[src/rtl/interval_timer.sv]
`default_nettype none
// ============================================================================
//  Module   : interval_timer
//  Function : Fetches an interval length from an external parameter store and
//             counts it down in ticks of TICK_DIV clocks, pulsing 'expired'.
//             Optional freeze input enabled by INTERVAL_TIMER_HOLD_EN.
//  Revision : 1.0  initial release
// ============================================================================
module interval_timer #(
    parameter int unsigned TICK_DIV = 100
) (
    input  logic       clk,
    input  logic       Reset_Sync,
    input  logic       Start_Timer,
    input  logic [1:0] Interval_sel,
    input  logic [3:0] value,
`ifdef INTERVAL_TIMER_HOLD_EN
    input  logic       Hold,
`endif
    output logic [1:0] interval,
    output logic       expired,
    output logic       busy,
    output logic [3:0] remaining
);

    localparam int unsigned c_DIV_W = (TICK_DIV > 1) ? $clog2(TICK_DIV) : 1;
    localparam logic [c_DIV_W-1:0] c_DIV_MAX = c_DIV_W'(TICK_DIV - 1);

    typedef enum logic [2:0] {
        S_IDLE   = 3'd0,
        S_FETCH1 = 3'd1,
        S_FETCH2 = 3'd2,
        S_COUNT  = 3'd3,
        S_DONE   = 3'd4
    } state_t;

    state_t             state_q, state_d;
    logic [1:0]         interval_q, interval_d;
    logic [3:0]         remaining_q, remaining_d;
    logic [c_DIV_W-1:0] divider_q, divider_d;
    logic               expired_q, expired_d;
    logic               w_hold;

`ifdef INTERVAL_TIMER_HOLD_EN
    assign w_hold = Hold;
`else
    assign w_hold = 1'b0;
`endif

    always_ff @(posedge clk) begin
        if (Reset_Sync) begin
            state_q     <= S_IDLE;
            interval_q  <= 2'b00;
            remaining_q <= 4'd0;
            divider_q   <= '0;
            expired_q   <= 1'b0;
        end else begin
            state_q     <= state_d;
            interval_q  <= interval_d;
            remaining_q <= remaining_d;
            divider_q   <= divider_d;
            expired_q   <= expired_d;
        end
    end

    always_comb begin
        state_d     = state_q;
        interval_d  = interval_q;
        remaining_d = remaining_q;
        divider_d   = divider_q;
        expired_d   = 1'b0;
        case (state_q)
            S_IDLE: begin
                if (Start_Timer) begin
                    interval_d = Interval_sel;
                    state_d    = S_FETCH1;
                end
            end
            // The store answers one clock after 'interval' moves, so FETCH1 just waits.
            S_FETCH1: state_d = S_FETCH2;
            S_FETCH2: begin
                remaining_d = value;
                divider_d   = '0;
                state_d     = (value != 4'd0) ? S_COUNT : S_DONE;
            end
            S_COUNT: begin
                if (Start_Timer) begin
                    interval_d = Interval_sel;
                    state_d    = S_FETCH1;
                end else if (!w_hold) begin
                    if (divider_q == c_DIV_MAX) begin
                        divider_d = '0;
                        if (remaining_q != 4'd0) begin
                            remaining_d = remaining_q - 4'd1;
                        end
                        if (remaining_q == 4'd1) begin
                            state_d = S_DONE;
                        end
                    end else begin
                        divider_d = divider_q + c_DIV_W'(1);
                    end
                end
            end
            S_DONE: begin
                if (Start_Timer) begin
                    interval_d = Interval_sel;
                    state_d    = S_FETCH1;
                end else begin
                    state_d = S_IDLE;
                end
            end
            default: state_d = S_IDLE;
        endcase
        // Registering the DONE entry makes 'expired' coincide with the DONE cycle.
        expired_d = (state_d == S_DONE);
    end

    assign interval  = interval_q;
    assign expired   = expired_q;
    assign remaining = remaining_q;
    assign busy      = (state_q == S_FETCH1) || (state_q == S_FETCH2) || (state_q == S_COUNT);

endmodule
`default_nettype wire

[config.mk]
export PLATFORM = sky130hd
export DESIGN_NAME = interval_timer
export DESIGN_NICKNAME = d
export VERILOG_FILES = /design/src/rtl/interval_timer.sv
export SDC_FILE = /design/constraint.sdc
export NUM_CORES = 1
export LEC_CHECK = 0
export BUFFER_PORTS_ARGS = -buffer_cell sky130_fd_sc_hd__clkbuf_2
export CAP_MARGIN = 20
export CORE_MARGIN = 2
export CORE_UTILIZATION = 55
export DETAILED_ROUTE_END_ITERATION = 16
export GPL_ROUTABILITY_DRIVEN = 0
export MAX_ROUTING_LAYER = met4
export PLACE_DENSITY = 0.89
export SYNTH_ARGS = -nofsm -noshare
export SYNTH_HDL_FRONTEND = slang
export SYNTH_SLANG_ARGS = --single-unit
[constraint.sdc]
create_clock -name clk -period 2.9 [get_ports clk]
set_input_delay 0.435 -clock clk [delete_from_list [all_inputs] [get_ports clk]]
set_output_delay 0.435 -clock clk [all_outputs]
set_load 0.02 [all_outputs]
== Word level (Yosys, flattened, before mapping) ==
Cells that the tools add are included.
Widths: inputs -> output; s select.

* Add/subtract/negate cells: 2
* Equal/unequal tests: 10
* Multiplexer cells: 14
* Reductions and logical operators: 10

{| class="wikitable"
|+ Operators by type and width
! operator !! number
|-
| $mux 3 || 5
|-
| $pmux 3 s5 || 1
|-
| $mux 7 || 2
|-
| $pmux 7 s2 || 1
|-
| $mux 4 || 3
|-
| $pmux 4 s2 || 1
|-
| $reduce_bool 4->1 || 2
|-
| $add 7x1->7 const B || 1
|-
| $eq 7x7->1 const B || 1
|-
| $eq 3x2->1 const B || 2
|-
| $eq 3x3->1 const B || 2
|-
| $ne 2x2->1 const B || 3
|-
| $eq 4x1->1 const B || 1
|-
| $reduce_and 2->1 || 2
|-
| $reduce_and 4->1 || 1
|-
| $sub 4x1->4 const B || 1
|-
| $eq 3x1->1 const B || 1
|-
| $logic_not 3->1 || 1
|-
| $reduce_or 3->1 || 1
|-
| $logic_or 1x1->1 || 2
|-
| $reduce_bool 2->1 || 1
|-
| $mux 1 || 1
|}

* Bits in registers: 17
* Input bits: 9

== Longest topological paths before layout ==
Gate-level depths: netlist (run 1).

* Word-level depth: 6
* Mapped depth: 6
* Depth with buffers taken out: 6

== Worst setup path before layout (run 1) ==
OpenSTA, ideal clock, no wires.

* Path kind: register to register
* Start: register remaining_q[0], in the netlist remaining[0]
* End: register remaining_q[1], in the netlist remaining[1]
* Setup time: 0.121 ns
* Arrival: 1.559 ns
* Path slack: 1.220 ns
* Stages on the path, launching flop included: 7
* Cell sequence: dfxtp_1 > inv_1 > ha_1 > or3b_1 > nand4_2 > nand2_1 > mux2_2

* Cells in the longest elaborated chain, start to end: 5

{| class="wikitable"
|+ RTL lines
! item !! line !! RTL
|-
| from (decl) || 39 || <nowiki>logic [3:0] remaining_q, remaining_d;</nowiki>
|-
| from (signal assigned) || 60 || <nowiki>remaining_q <= remaining_d;</nowiki>
|-
| $sub 4x1->4 || 94 || <nowiki>remaining_d = remaining_q - 4'd1;</nowiki>
|-
| $mux 4 || 93 || <nowiki>if (remaining_q != 4'd0) begin</nowiki>
|-
| $mux 4 || 91 || <nowiki>if (divider_q == c_DIV_MAX) begin</nowiki>
|-
| $mux 4 || 87 || <nowiki>if (Start_Timer) begin</nowiki>
|-
| $pmux 4 s2 || 72 || <nowiki>case (state_q)</nowiki>
|}

Several ways; a longest one is shown, not always the timed one. The select of a mux whose other input is x is not followed.
A chain may end at the register's enable or synchronous reset.

== Worst setup path after layout (run 1) ==
* Start: register state_q[1]
* End: register divider_q[0]

* Cells in the longest elaborated chain, start to end: 3

{| class="wikitable"
|+ RTL lines
! item !! line !! RTL
|-
| from (decl) || 37 || <nowiki>state_t state_q, state_d;</nowiki>
|-
| from (signal assigned) || 58 || <nowiki>state_q <= state_d;</nowiki>
|-
| $eq 3x2->1 || 72 ||
|-
| $ne 2x2->1 (no source line) / $reduce_bool 2->1 (equally long branches) || -- ||
|-
| $reduce_and 2->1 (no source line) || -- ||
|-
| to (signal assigned) || 61 || <nowiki>divider_q <= divider_d;</nowiki>
|-
| to (decl) || 40 || <nowiki>logic [c_DIV_W-1:0] divider_q, divider_d;</nowiki>
|}

Several ways; a longest one is shown, not always the timed one.

==> flow_summary.toml, run 1 <==
[timing]
maxSlewViolCount = 0
max_freq_mhz = 550
hold_viol_final = 0
slew_headroom = 0.544
setup_slack_ns = 1.08
layout_min_cycle_time_ns = 1.82
setup_viol = 0
totalNegativeSetupSlack_ns = 0
fin_hold_ws_ns = 0.391
final.setup_skew_ns = 0.0162
rsz0062_at_grt = "false"
timing.final.crit_share = 0.627
worst_pin_slew_ns = 0.682

[synth]
synth_cells = 108
yosys_warnings = 0
muxShareOfSynthArea = 0.0547
seq_area_frac_synth = 0.354
synthesis.area_sq_um = 961
synth_edf_count = 0
synth_xor_area_frac = 0.0456
synthFlopType = "dfxtp_1"
synth_top_family_by_area = "simple AND/OR/NAND/NOR gates"
syn-num-nets = 121
synth-simple-area-share = 0.318
synth_cell_types = 37
synth_compound_area_frac = 0.146
synth-adder-area-share = 0.0521
ys_seq_elements = 17
synth_async_sr_flop_share = 0
avgSynthCellArea_sq_um = 8.90

[job]
drv_cap = 0

[die]
row_count = 15
initial_core_util = 0.569
io_pins = 17
core_area_sq_um = 1690
dieHeight_um = 45.8
dieArea_sq_um = 2100
die-width_um = 45.8

[power_and_ir_drop]
seq_power_share = 0.529
pwr-share-clk = 0.267
p_sw_uw = 151
vdd_drop_max_mv = 0.316
p_sw_frac = 0.311
pwr-share-comb = 0.204
power_leakage_nw = 0.477
internal_power_uw = 335
p_per_area_nw_per_um2 = 452

[route]
drc = 0
avgViaCountPerCell = 5.85
drtIter0Drc = 11
drt-total-wl_mm = 1.93
antenna_left = 0
routedWlPerCell_um = 13.6
num_vias = 830
firstDrtPassIters = 6

[min_path]
holdCritStartpoint = "Interval_sel[0]"
hold_path_class = "in2reg"
hold_end = "interval[0]"
hold-path-cell-count = 3

[cts]
cts_hold_buf = 0
cts_buffers = 3
cts_tree = "done"
clk_latency_ns = 0.30
clockRootBuffer = "clkbuf_4"
cts_resized = 0
postCtsSetupBuffers = 0
htree_num_levels = 1
clkTransAtPathRegs_ns = 0.11
cts_sinks = 17
cts_buffer_depth = 2

[global_routing]
grt_max_degree = 16
gr-total-overflow = 0
grt_pass1_wl_mm = 3.13
grt_usage = 0.216
grt_pass1_vias = 728
antenna_found_initial = 0

[final_layout]
regArea_sq_um = 340
fillers = 138
diodes = 0
final_nets = 139
multi_input_area_sq_um = 592
drive_gt1_frac = 0.232
area_growth_pct = 12.0

[outcome]
status = "complete, no violations"

[setup_path]
ff2ff_setup_slack_ns = 1.08
rr_worst_depth = 4
cp-start-kind = "flip-flop"
cp.arrival_ns = 2.06
worstReg2RegStart = "state_q[1]"
cp-end-kind = "flip-flop"
critPathRequiredTime_ns = 3.14
path_class = "reg2reg"
crit_fanout = 12
reg2reg_to = "divider_q[0]"

[place]
dpl_worst_slack_ns = 1.13
portBuffers = 16
hpwl_mm = 1.40
how the worst max path moves through the flow:
stage / slack (ns) / start / cells after the start / end
2_1_floorplan: 1.22 / remaining[0] / 6 / remaining[1]
3_5_place_dp: 1.13 / state_q[1] / 4 / divider_q[0]
4_1_cts: 1.12 / state_q[1] / 4 / divider_q[0]
5_1_grt: 0.94 / state_q[1] / 4 / divider_q[0]
3_3_place_gp: 1.23 / remaining[0] / 6 / remaining[1]
6_report: 1.08 / state_q[1] / 4 / divider_q[0]
power by group through the flow:
stage	sequential [mW]	clock, mW	combinational [mW]
after detailed placement	0.262	0	0.0985
after global routing	0.259	0.139	0.110
after CTS	0.257	0.132	0.0988
after global placement	0.261	0	0.0966
final	0.257	0.130	0.0993
after floorplan	0.264	0	0.0690
synth_stat cells, types with 2 or more instances:
cell type / instances / area (sq um)
dfxtp_1: 17 / 340
a21oi_1: 3 / 15.0
nand3b_1: 2 / 15.0
mux2i_1: 3 / 30.0
nand3_1: 3 / 15.0
nand2_1: 6 / 22.5
nor2_1: 15 / 56.3
a211oi_1: 2 / 15.0
ha_1: 4 / 50.1
nand4_1: 5 / 31.3
mux2_2: 2 / 22.5
nor3b_1: 2 / 15.0
o21ai_0: 5 / 25.0
buf_2: 2 / 10.0
xor2_1: 5 / 43.8
inv_1: 4 / 15.0
nor4_1: 3 / 18.8
and2_1: 4 / 25.0
and3b_1: 3 / 26.3
critical path, stage by stage, from the launching register on:
cell	delay, ns
dfxtp_1	0.45
nor2b_1	0.60
nand2_1	0.18
or3_1	0.39
a21oi_1	0.13
cell type report:
type	count	share of cell area
multi-input cells	84	0.550
flip-flops and latches	17	0.316
repair buffers	16	0.0744
clock buffers	3	0.0209
well taps	17	0.0198
inverters	4	0.0140
clock inverters	1	0.00465
cell usage in the layout (no fill, tap or decap), drive strengths merged:
cell type,n
and2,4
o211a,1
or3b,2
a311o,1
mux2,2
mux2i,3
and3,1
nand3,3
nand4,6
and3b,3
a2bb2oi,1
nand2,6
a21oi,3
xor2,5
a31o,1
o2bb2ai,1
nor3b,2
o221a,1
o21ai,5
inv,4
clkbuf,19
nand3b,2
nor4,3
ha,4
nor2b,1
clkinv,1
nor4b,1
a211oi,2
o32a,1
or3,1
dfxtp,17
nor2,15
a21o,1
a221oi,1
nand2b,1
flip-flops by register name, summed over array words and instances, names as in the netlist:
signal	count
divider_q	7
remaining	4
state_q	3
interval	2
expired	1
logic make-up (layout without fill, tap and decap cells):
group / count (synthesis) / in the layout
flip-flops: 17 / 17
AO/OA/AOI/OAI: 19 / 19
buffers and inverters: 7 / 24
AND/OR/NAND/NOR: 51 / 51
XOR/XNOR: 5 / 5
adder cells (fa/ha/maj): 4 / 4
multiplexers: 5 / 5
metal layers:
metal	GRT usage	wire length, um
met1	0.280	974
met2	0.313	839
met3	0.0595	88
met4	0.0914	31
met5	-	0
stage by stage:
step	cell area, sq um	instances	util	total power [mW]
after floorplan	961	108	-	0.333
final	1080	142	0.637	0.486
after detailed placement	1050	138	0.621	0.361
after global routing	1080	142	0.637	0.508
after CTS	1080	142	0.637	0.487
after global placement	1050	138	0.621	0.358
Note: power is estimated with default switching activity, not from simulation.
==> run 2, diff against run 1 <==
--- a/config.mk
+++ b/config.mk
@@ -5,14 +5,15 @@
 export SDC_FILE = /design/constraint.sdc
 export NUM_CORES = 1
 export LEC_CHECK = 0
+export ABC_AREA = 1
 export BUFFER_PORTS_ARGS = -buffer_cell sky130_fd_sc_hd__clkbuf_2
 export CAP_MARGIN = 20
 export CORE_MARGIN = 2
-export CORE_UTILIZATION = 55
+export CORE_UTILIZATION = 54
 export DETAILED_ROUTE_END_ITERATION = 16
 export GPL_ROUTABILITY_DRIVEN = 0
 export MAX_ROUTING_LAYER = met4
-export PLACE_DENSITY = 0.89
+export PLACE_DENSITY = 0.87
 export SYNTH_ARGS = -nofsm -noshare
 export SYNTH_HDL_FRONTEND = slang
 export SYNTH_SLANG_ARGS = --single-unit
==> constraint.sdc (replaced) <==
create_clock -name clk -period 1.85 [get_ports clk]
set_input_delay 0.2775 -clock clk [delete_from_list [all_inputs] [get_ports clk]]
set_output_delay 0.2775 -clock clk [all_outputs]
set_load 0.02 [all_outputs]
==> flow_summary.toml, run 2 <==
[outcome]
status = "complete, no violations"

[route]
firstDrtPassIters = 4
avgViaCountPerCell = 4.97
routedWlPerCell_um = 9.80
drc = 0
drtIter0Drc = 15
num_vias = 984
drt-total-wl_mm = 1.94
antenna_left = 0

[setup_path]
crit_slowest_cell = "dfxtp_1"
crit_top_cell = "nor2_1"
cp-end-kind = "flip-flop"
worstReg2RegStart = "remaining[0]"
crit_fanout = 5
path_cells = "inv_1 -> ha_1 -> or2_2 -> nand3_1 -> nand2_1 -> nor2_1 -> nor2_1"
max_stage_delay_ns = 0.39
cp-start-kind = "flip-flop"
path_class = "reg2reg"
critPathRequiredTime_ns = 2.06
cp.arrival_ns = 1.58
setup.worst_path.start = "remaining[0]"

[die]
row_count = 15
dieArea_sq_um = 2200
io_pins = 17
dieHeight_um = 46.9
core_area_sq_um = 1730
die-width_um = 46.9
initial_core_util = 0.577

[min_path]
holdCritStartpoint = "Reset_Sync"
hold_path_class = "in2reg"

[power_and_ir_drop]
pwr-share-comb = 0.303
p_sw_frac = 0.367
p_per_area_nw_per_um2 = 788
p_sw_uw = 328
vdd_drop_max_mv = 0.595
seq_power_share = 0.467
pwr-share-clk = 0.229
power_leakage_nw = 0.530
internal_power_uw = 565

[synth]
ys_seq_elements = 17
synth_common_cells = "nand2_1, nor2_1, dfxtp_1"
synth_top_area_frac = 0.342
synth_most_common_cell = "nand2_1"
synthesis.area_sq_um = 996
synth_area_leaders = "dfxtp_1, nand2_1, nor2_1, nand3_1, inv_1"
avgSynthCellArea_sq_um = 6.51
synth_async_sr_flop_share = 0
syn-num-nets = 166
synth_edf_count = 0
synthFlopType = "dfxtp_1"
yosysTopAreaCell = "dfxtp_1"
synth_cells = 153
yosys_warnings = 0
synth_cell_types = 19
seq_area_frac_synth = 0.342

[final_layout]
fin_util = 0.657
final_common_cell = "nand2_1"
diodes = 0
area_growth_pct = 13.9
final_cell_mix = "nand2_1, nor2_1, dfxtp_1, inv_1, clkbuf_2"
largest-register = "divider_q"
final_nets = 187
drive_gt1_frac = 0.168
largest_register_ffs = 7
regArea_sq_um = 340
multi_input_area_sq_um = 592
fillers = 167

[global_routing]
antenna_found_initial = 0
grt_max_degree = 11
grt_pass1_vias = 789
grt_usage = 0.217
grt_pass1_wl_mm = 3.22
gr-total-overflow = 0

[timing]
final.setup_skew_ns = 0.00249
maxSlewViolCount = 0
worst_pin_slew_ns = 0.325
layout_min_cycle_time_ns = 1.38
totalNegativeSetupSlack_ns = 0
max_freq_mhz = 726
slew_headroom = 0.781
hold_viol_final = 0
rsz0062_at_grt = "false"
timing.final.crit_share = 0.744
setup_viol = 0

[place]
portBuffers = 16
hpwl_mm = 1.52

[cts]
clkTransAtPathRegs_ns = 0.10
cts_sinks = 17
cts_tree = "done"
clk_latency_ns = 0.30
cts_resized = 0
cts_buffers = 3
postCtsSetupBuffers = 0
cts_buffer_depth = 2
clockRootBuffer = "clkbuf_4"
cts_hold_buf = 0
htree_num_levels = 1

[job]
drv_cap = 0
## run 2: layer usage
metal,vias up,GRT usage,part of all wire
met5,-,-,0
met4,0,0.117,0.025
met3,5,0.0346,0.037
met2,19,0.359,0.48
met1,438,0.249,0.46
li1,522,-,-
## run 2: final timing paths
| kind | to | slack [ns] | depth (start not counted) |
|---|---|---|---|
| max | remaining[2] | 0.47 | 7 |
| min | state_q[0] | 0.16 | 2 |
| max reg2reg | remaining[2] | 0.47 | 7 |
| min reg2reg | divider_q[1] | 0.50 | 2 |
## run 2: cell families (layout without fill, tap and decap cells)
family / after synthesis / count (layout) / synth area share
compound gates: 16 / 16 / 0.0854
fa+ha+maj: 4 / 4 / 0.0503
flops: 17 / 17 / 0.342
xor+xnor: 2 / 2 / 0.0176
buf+inv: 17 / 37 / 0.0641
simple gates: 97 / 97 / 0.441
## run 2: cell type report
cell class,count,share of cell area
Clock inverter,1,0.00441
Multi-Input combinational cell,119,0.521
Sequential cell,17,0.300
Tap cell,25,0.0276
Clock buffer,3,0.0198
Inverter,17,0.0562
Timing Repair Buffer,16,0.0706
## run 2: critical path: cells and delay by family, from the launching register on
| kind | cells | cell delay [ns] |
|---|---|---|
| adders and majority gates | 1 | 0.23 |
| buffers and inverters | 1 | 0.12 |
| DFF | 1 | 0.39 |
| and+or+nand+nor | 5 | 0.55 |
## run 2: power groups by stage
stage | clock (mW) | sequential (mW) | combinational (mW)
6_report | 0.205 | 0.418 | 0.271
5_1_grt | 0.231 | 0.421 | 0.306
4_1_cts | 0.213 | 0.417 | 0.271
3_5_place_dp | 0 | 0.425 | 0.269
3_3_place_gp | 0 | 0.425 | 0.263
2_1_floorplan | 0 | 0.446 | 0.178
## run 2: metrics by stage
step | hold slack, ns | instance area (sq um) | instances | setup WS [ns] | power, mW
final | 0.160 | 1130 | 198 | 0.473 | 0.894
after global routing | 0.161 | 1130 | 198 | 0.315 | 0.959
after CTS | 0.156 | 1130 | 198 | 0.476 | 0.901
after detailed placement | 0.481 | 1110 | 194 | 0.508 | 0.694
after global placement | 0.473 | 1110 | 194 | 0.553 | 0.689
after floorplan | 0.347 | 996 | 153 | 0.421 | 0.624
==> run 3, diff against run 2 <==
==> constraint.sdc (replaced) <==
create_clock -name clk -period 1.34 [get_ports clk]
set_input_delay 0.201 -clock clk [delete_from_list [all_inputs] [get_ports clk]]
set_output_delay 0.201 -clock clk [all_outputs]
set_load 0.02 [all_outputs]
==> flow_summary.toml, run 3 (same netlist as run 2, synthesis figures left out) <==
[timing]
slew_headroom = 0.748
worst_pin_slew_ns = 0.374
setup_slack_ns = 0.0442
totalNegativeSetupSlack_ns = 0
maxSlewViolCount = 0
max_freq_mhz = 772
layout_min_cycle_time_ns = 1.30
setup_viol = 0
hold_viol_final = 0
final.setup_skew_ns = 0.00203
rsz0062_at_grt = "true"
timing.final.crit_share = 0.967

[power_and_ir_drop]
total_power_mw = 1.27
power_leakage_nw = 0.539
vdd_drop_max_mv = 0.835
p_per_area_nw_per_um2 = 1070

[die]
dieHeight_um = 46.9
io_pins = 17
dieArea_sq_um = 2200
initial_core_util = 0.577
core_area_sq_um = 1730
die-width_um = 46.9
row_count = 15

[route]
drc = 0
antenna_left = 0
num_vias = 1051
drtIter0Drc = 24
drt-total-wl_mm = 2.30
firstDrtPassIters = 4
avgViaCountPerCell = 5.26
routedWlPerCell_um = 11.5

[final_layout]
drive_gt1_frac = 0.234
area_growth_pct = 20.1
final_nets = 189
largest_register_ffs = 7
final_cell_mix = "nand2_1, nor2_1, clkbuf_2, inv_1"
fillers = 157
regArea_sq_um = 350
diodes = 0
multi_input_area_sq_um = 617
final_common_cell = "nand2_1"
largest-register = "divider_q"

[cts]
clkTransAtPathRegs_ns = 0.10
htree_num_levels = 1
cts_tree = "done"
cts_sinks = 17
clockRootBuffer = "clkbuf_4"
clk_latency_ns = 0.30
cts_buffer_depth = 2
cts_buffers = 3

[setup_path]
ff2ff_setup_slack_ns = 0.04
crit_end = "remaining[0]"
worstReg2RegStart = "state_q[2]"
path_class = "reg2reg"
crit_fanout = 6
rr_worst_depth = 8
setup.worst_path.start = "state_q[2]"
cp-start-kind = "flip-flop"
cp.arrival_ns = 1.53
critPathRequiredTime_ns = 1.57
cp-end-kind = "flip-flop"
reg2reg_to = "remaining[0]"

[global_routing]
grt_max_degree = 10
grt_pass1_vias = 905
antenna_found_initial = 0
gr-total-overflow = 0
grt_usage = 0.235
grt_pass1_wl_mm = 3.61

[place]
hpwl_mm = 1.67
dpl_worst_slack_ns = 0.0151
portBuffers = 16

[min_path]
hold_path_class = "in2reg"

[job]
drv_cap = 0

[outcome]
status = "complete, no violations"
run 3: changes by cell type in the layout (fill, tap and decap cells not counted), sizes merged:
cell    previous run  this run
buf                0         2
clkbuf            19        20
clkinv             1         0
run 3: worst max-delay path: stages (launching register included):
cell	delay [ns]
dfxtp_1	0.52
inv_1	0.09
nand3_1	0.20
nand2_1	0.10
nand2_1	0.08
inv_1	0.04
nand3_1	0.05
nand2_1	0.05
nor2_1	0.10
run 3: stage by stage:
stage	cell area, sq um	util	cells	hold slack (ns)
global placement	1110	0.643	194	0.407
global route	1200	0.693	200	0.103
CTS	1140	0.662	198	0.114
floorplan	998	-	153	0.270
detailed placement	1110	0.643	194	0.414
finish	1200	0.693	200	0.102
run 3: worst min-delay path by stage:
| stage | startpoint | end | slack (ns) | depth (start not counted) |
|---|---|---|---|---|
| after CTS | Reset_Sync | state_q[0] | 0.11 | 2 |
| after global routing | Reset_Sync | state_q[0] | 0.10 | 2 |
| after floorplan | Reset_Sync | divider_q[1] | 0.27 | 1 |
| after global placement | Reset_Sync | state_q[0] | 0.41 | 2 |
| final | Reset_Sync | divider_q[1] | 0.10 | 2 |
| after detailed placement | Reset_Sync | state_q[0] | 0.41 | 2 |
run 3: report_power, final:
| part | total [mW] | switching, mW | leakage (nW) | internal [mW] |
|---|---|---|---|---|
| registers | 0.586 | 0.0383 | 0.141 | 0.547 |
| clock network | 0.290 | 0.174 | 0.0150 | 0.116 |
| logic | 0.399 | 0.259 | 0.383 | 0.141 |
run 3: per-layer routing:
metal	part of all wire	vias up	track usage	routed length (um)
met3	0.034	9	0.0423	79
met1	0.44	493	0.272	1020
met5	0	-	-	0
met4	0.021	0	0.100	48
li1	-	524	-	-
met2	0.50	25	0.397	1150
run 3: timing repair:
| item | 4_1_cts | 5_1_grt |
|---|---|---|
| setup endpoints to repair | 1 | 13 |
| pin swaps | 0 | 1 |
| hold buffers | 0 | 0 |
| resized for setup | 2 | 9 |
| setup buffers | 0 | 2 |
| cloned | 0 | 0 |
run 3: cell type report:
cell class,count,area share
multi-input cells,119,0.516
repair buffers,18,0.0900
well taps,25,0.0262
flip-flops and latches,17,0.293
clock buffers,4,0.0220
inverters,17,0.0533
